`src/rtl/mem_port_arbiter.sv`:
```
// Arbiter sharing one single-ported memory between instruction fetch and the LSU.
// Optional fairness (bounded IF starvation) is built when ARB_FAIR_EN is defined.
module mem_port_arbiter #(
   parameter int STREAK_MAX  = 4,
   parameter int TIMEOUT_CYC = 255
) (
   input  logic        clk,
   input  logic        rst,
   input  logic        if_req,
   input  logic [31:0] if_addr,
   input  logic        if_kill,
   output logic        if_gnt,
   output logic        if_rvalid,
   output logic [31:0] if_rdata,
   input  logic        lsu_req,
   input  logic        lsu_we,
   input  logic [31:0] lsu_addr,
   input  logic [31:0] lsu_wdata,
   input  logic [3:0]  lsu_be,
   output logic        lsu_gnt,
   output logic        lsu_rvalid,
   output logic [31:0] lsu_rdata,
   output logic        mem_req,
   output logic        mem_we,
   output logic [31:0] mem_addr,
   output logic [31:0] mem_wdata,
   output logic [3:0]  mem_be,
   input  logic        mem_ack,
   input  logic [31:0] mem_rdata,
   output logic        bus_err,
   output logic [1:0]  state_dbg
);

   // Handshake: a requester holds req and payload until the cycle its gnt is high;
   // gnt is only issued in IDLE, and each accepted access returns exactly one
   // rvalid pulse unless it is a killed fetch.
   typedef enum logic [1:0] {
      IDLE     = 2'd0,
      BUSY_IF  = 2'd1,
      BUSY_LSU = 2'd2
   } state_t;

   state_t      state, state_nxt;
   logic [7:0]  tmo_cnt;
   logic        kill_pend;
   logic        force_if;
   logic        timeout;
   logic        done;

   assign timeout   = (state != IDLE) && !mem_ack && (tmo_cnt == 8'(TIMEOUT_CYC - 1));
   assign done      = (state != IDLE) && (mem_ack || timeout);
   assign state_dbg = state;

`ifdef ARB_FAIR_EN
   logic [3:0] streak;

   always_ff @(posedge clk) begin
      if (rst) begin
         streak <= 4'd0;
      end else if (if_gnt || (state == IDLE && !if_req)) begin
         streak <= 4'd0;
      end else if (lsu_gnt && if_req && streak != 4'(STREAK_MAX)) begin
         streak <= streak + 4'd1;
      end
   end

   assign force_if = (streak == 4'(STREAK_MAX)) && if_req;
`else
   assign force_if = 1'b0;
`endif

   always_ff @(posedge clk) begin
      if (rst) begin
         state <= IDLE;
      end else begin
         state <= state_nxt;
      end
   end

   always_comb begin
      state_nxt = state;
      case (state)
         IDLE: begin
            if (lsu_gnt) begin
               state_nxt = BUSY_LSU;
            end else if (if_gnt) begin
               state_nxt = BUSY_IF;
            end
         end
         BUSY_IF, BUSY_LSU: begin
            if (done) begin
               state_nxt = IDLE;
            end
         end
         default: state_nxt = IDLE;
      endcase
   end

   // Grants are gated by rst so a request raised during reset is never accepted.
   always_comb begin
      lsu_gnt = 1'b0;
      if_gnt  = 1'b0;
      mem_req = 1'b0;
      case (state)
         IDLE: begin
            lsu_gnt = lsu_req && !force_if && !rst;
            if_gnt  = if_req && !lsu_gnt && !if_kill && !rst;
         end
         BUSY_IF, BUSY_LSU: mem_req = 1'b1;
         default: ;
      endcase
   end

   always_ff @(posedge clk) begin
      if (rst || state == IDLE) begin
         tmo_cnt <= 8'd0;
      end else if (!mem_ack) begin
         tmo_cnt <= tmo_cnt + 8'd1;
      end
   end

   always_ff @(posedge clk) begin
      if (rst) begin
         kill_pend <= 1'b0;
      end else if (state == BUSY_IF && !done) begin
         kill_pend <= kill_pend || if_kill;
      end else begin
         kill_pend <= 1'b0;
      end
   end

   always_ff @(posedge clk) begin
      if (rst) begin
         mem_we     <= 1'b0;
         mem_addr   <= 32'd0;
         mem_wdata  <= 32'd0;
         mem_be     <= 4'd0;
         if_rvalid  <= 1'b0;
         if_rdata   <= 32'd0;
         lsu_rvalid <= 1'b0;
         lsu_rdata  <= 32'd0;
         bus_err    <= 1'b0;
      end else begin
         if_rvalid  <= 1'b0;
         lsu_rvalid <= 1'b0;
         bus_err    <= timeout;
         if (lsu_gnt) begin
            mem_we    <= lsu_we;
            mem_addr  <= lsu_addr;
            mem_wdata <= lsu_wdata;
            mem_be    <= lsu_be;
         end else if (if_gnt) begin
            mem_we    <= 1'b0;
            mem_addr  <= if_addr;
            mem_wdata <= 32'd0;
            mem_be    <= 4'hf;
         end
         // A kill arriving on the completing cycle still suppresses the response.
         if (done && state == BUSY_IF && !kill_pend && !if_kill) begin
            if_rvalid <= 1'b1;
            if_rdata  <= mem_ack ? mem_rdata : 32'd0;
         end
         if (done && state == BUSY_LSU) begin
            lsu_rvalid <= 1'b1;
            lsu_rdata  <= (mem_ack && !mem_we) ? mem_rdata : 32'd0;
         end
      end
   end

endmodule

```
`config.mk`:
```
export PLATFORM = sky130hd
export DESIGN_NAME = mem_port_arbiter
export DESIGN_NICKNAME = d
export VERILOG_FILES = /design/src/rtl/mem_port_arbiter.sv
export SDC_FILE = /design/constraint.sdc
export NUM_CORES = 1
export LEC_CHECK = 0
export BUFFER_PORTS_ARGS = -buffer_cell sky130_fd_sc_hd__buf_2
export CAP_MARGIN = 20
export CORE_AREA = 2 2 139 141
export CTS_CLUSTER_DIAMETER = 100
export DETAILED_ROUTE_END_ITERATION = 8
export DIE_AREA = 0 0 141 143
export PLACE_DENSITY = 0.66
export SYNTH_ARGS = -nofsm -noshare
export SYNTH_HDL_FRONTEND = slang
export SYNTH_SLANG_ARGS = --single-unit
export TNS_END_PERCENT = 50
```
`constraint.sdc`:
```
create_clock -name clk -period 1.8 [get_ports clk]
set_input_delay 0.36 -clock clk [delete_from_list [all_inputs] [get_ports clk]]
set_output_delay 0.36 -clock clk [all_outputs]
set_load 0.1 [all_outputs]
```
==> metrics.log <==
[metrics] die height: 143 microns
[metrics] #FFs+latches synth: 147
[metrics] endpoints failing hold: 0
[metrics] clock tree from TritonCTS: built
[metrics] Post-synth ARST share: 0%
[metrics] relative contribution of the clock network to total power: 34.7%
[metrics] critical path data arrival time: 1670 ps
[metrics] initial cell density of the core: 29.7%
[metrics] fillers: 1832
[metrics] minimum period implied by the final worst setup slack: 2030 ps
[metrics] count of pins over their slew limit: 0
[metrics] cell-by-cell trace of the critical path: inv_4 -> ha_4 -> nand2b_4 -> or3_4 -> clkinvlp_4 -> buf_12
[metrics] CTS sink count: 147
[metrics] initial antenna violation count: 0
[metrics] synthesis-to-layout area growth: 50.0%
[metrics] drt first pass iters: 4
[metrics] Core Area: 18600 sq um
[metrics] number of remaining DRC errors: 0
[metrics] required time of the critical path: 1440 ps
[metrics] Pwr Density: 1180 nW/um^2
[metrics] gate family responsible for the most delay along the worst path: simple AND/OR/NAND/NOR gates
[metrics] DIE WIDTH: 141 microns
[metrics] actual transition at the worst max-transition pin: 909 ps
[metrics] leakage power total: 3.75 nW
[metrics] HPWL reported at the end of detailed placement: 11.9 mm
[metrics] die area: 20200 sq um
[metrics] average size of a mapped cell: 8.63 sq um
[metrics] most common cell after layout, fill and taps aside: buf_2
[metrics] internal power component: 6.04 mW
[metrics] maximum number of pins on one net before global-route repair: 77
[metrics] total chip power: 9.75 mW
[metrics] final core utilization: 44.5%
[metrics] number of enable-type register cells in the synthesized netlist: 0
[metrics] first-pass GRT wire length: 26.9 mm
[metrics] launching element type of the critical path: flop
[metrics] num rows: 50
[metrics] final net count: 1067
[metrics] maxcap violations: 0
[metrics] detail-routed via count per cell: 4.88
[metrics] CTS H-Tree Depth: 4
[metrics] unrepaired setup endpoints after global routing: true
[metrics] fraction of final layout cells with drive strength greater than 1: 42.6%
[metrics] area of the mapped netlist: 5520 sq um
[metrics] antenna violation net count after detailed routing: 0
[metrics] Fin Clk Skew: 10.7 ps
[metrics] total global-route track usage: 16.7%
[metrics] hold-fix buffers at CTS: 0
[metrics] peak per-stage delay on the critical path: 380 ps
[metrics] number of placed instances, taps included: 1120
[metrics] switching share of power: 38.0%
[metrics] wire length reported by the detailed router: 18.5 mm
[metrics] number of global-route vias before repair: 5181
[metrics] unique cell type count in the Yosys netlist: 34
[metrics] register area share after synthesis: 53.4%
[metrics] post-synthesis cell type with the largest combined area: dfxtp_1
[metrics] worst min-delay path class: primary input to flop
[metrics] violated checks: setup timing
[metrics] number of diodes added for antenna fixing: 0
[metrics] hold slack final: 176 ps
[metrics] predominant post-synthesis flop cell: dfxtp_1
[metrics] # setup viols final: 34
[metrics] setup ws final: -231 ps
[metrics] drt first-iter violations: 194
[metrics] sequential fraction of design power: 36.3%
[metrics] net switching power: 3.71 mW
[metrics] Slew headroom: 39.4%
[metrics] Ys Warns: 0
[metrics] category of the critical setup timing path: flop to output port
[metrics] number of top-level pins: 280
[metrics] Layout Cells excl Fill: 1170
[metrics] Clock Tree Buf Depth: 2
[metrics] number of buffers added on ports: 279
[metrics] clock transition time at the flip-flop clock pins of the worst setup and hold paths: 70 ps
[metrics] share of the synthesized area in the top cell type: 53.4%
[metrics] worst ir drop on vdd: 0.588 mV
[metrics] Buf/Inv on CP: 3
[metrics] outcome: complete, but fails checks
[metrics] gpl congestion: 0.776
[metrics] slowest cell on the critical path: or3_4
[metrics] GR Overflow Total: 0
[metrics] Synthesized Nets: 783
[metrics] top library cells by usage in the layout, fill and taps aside: 275 x buf_2, 145 x dfxtp_1, 125 x nand2_1
[metrics] crit path capture type: output port
[metrics] root buf cell: clkbuf_16
[metrics] gate count of the mapped netlist: 639
[metrics] Logic pwr share: 29.0%
[metrics] Max Fanout on Critical Path: 3
[metrics] total via count in the routed design: 5711
[metrics] peak clock frequency supported by timing: 0.492 GHz
[metrics] final clock period utilization by the worst path: 113%
[metrics] cts bufs inserted: 17
[metrics] average routed wire per standard cell: 15.8 microns
[metrics] top area cells in the synthesized netlist: dfxtp_1 53%, nand2_1 9.3%, a21oi_1 6.4%
[metrics] later-pin clock latency in the skew report: 420 ps
## cells by family after synthesis
kind of cell	count (synthesis)	synth area share [%]
and+or+nand+nor	247	18.9
AOI/OAI and AO/OA	173	20.3
DFF	147	53.4
buffers and inverters	61	5.33
xor gates and xnor gates	6	0.953
adders and majority gates	5	1.13
## tightest hold or removal path, stage by stage
cell	delay, ps
buf_2	100
nand2_1	40
a21oi_1	50
## final cells by class
class                           instances  area [sq um]  share of cell area, %
Inverter                                7          42.5                  0.514
Timing Repair Buffer                  319          1960                   23.7
Sequential cell                       147          2950                   35.7
Multi-Input combinational cell        431          2460                   29.7
Clock inverter                         11          93.8                   1.13
Clock buffer                           21           470                   5.69
Tap cell                              234           293                   3.54
## metal layers
layer / part of all wire (%) / vias up / GRT usage (%) / routed length, microns
li1: - / 2788 / - / -
met1: 44 / 2665 / 21.1 / 8090
met2: 47 / 243 / 26.4 / 8670
met3: 8.4 / 15 / 6.84 / 1550
met4: 1.1 / 0 / 4.53 / 201
met5: 0 / - / 0 / 0
## power by group through the flow
stage	registers (mW)	clock network, mW	logic (mW)
floorplan	4.95	0	0.684
global route	3.56	3.64	2.98
global placement	3.61	0	2.62
CTS	3.54	3.48	2.68
detailed placement	3.61	0	2.63
finish	3.54	3.38	2.83
## Yosys cell counts (2+ instances only)
cell type / count
ha_1: 5
buf_6: 4
buf_2: 25
a21oi_1: 70
inv_1: 6
and4b_1: 2
xnor2_1: 2
a22o_1: 32
clkbuf_1: 23
a311oi_1: 32
nand2_1: 136
nor2b_1: 2
dfxtp_1: 147
o21ai_0: 35
nor3_1: 7
nor2_1: 54
nand3_1: 35
or3_1: 2
nand2b_1: 2
xor2_1: 4
## registers in the layout (all words and copies together) (netlist names)
signal and cells:
bus_err 1, if_rdata 32, if_rvalid 1, kill_pend 1, lsu_rdata 32, lsu_rvalid 1, mem_addr 32, mem_be 4
mem_wdata 32, mem_we 1, state_dbg 2, tmo_cnt 8
## per-stage QoR
step,setup WS (ps),cell area (sq um),setup TNS [ps]
after detailed placement,-14.0,7310,-14.7
after CTS,-277,7940,-719
after floorplan,-275,5560,-2310
final,-231,8270,-4310
after global placement,40.0,7310,0
after global routing,-310,8270,-6340
## path summary, 6_finish.rpt
path                                     from       endpoint  slack, ps  depth (start not counted)
worst max-delay path             state_dbg[0]         if_gnt       -230                          6
worst min-delay path            lsu_wdata[23]  mem_wdata[23]        180                          3
worst max register to register   state_dbg[0]   if_rdata[30]       -150                          8
worst min register to register   mem_wdata[7]   mem_wdata[7]        460                          2
## repair_timing
action                                  CTS  global route
endpoints found under the setup margin    6            58
cloned                                    0             6
gates resized for setup                  10            39
buffers inserted                          5             8
pin swaps                                 5             8
(Power assumes the default switching activity.)
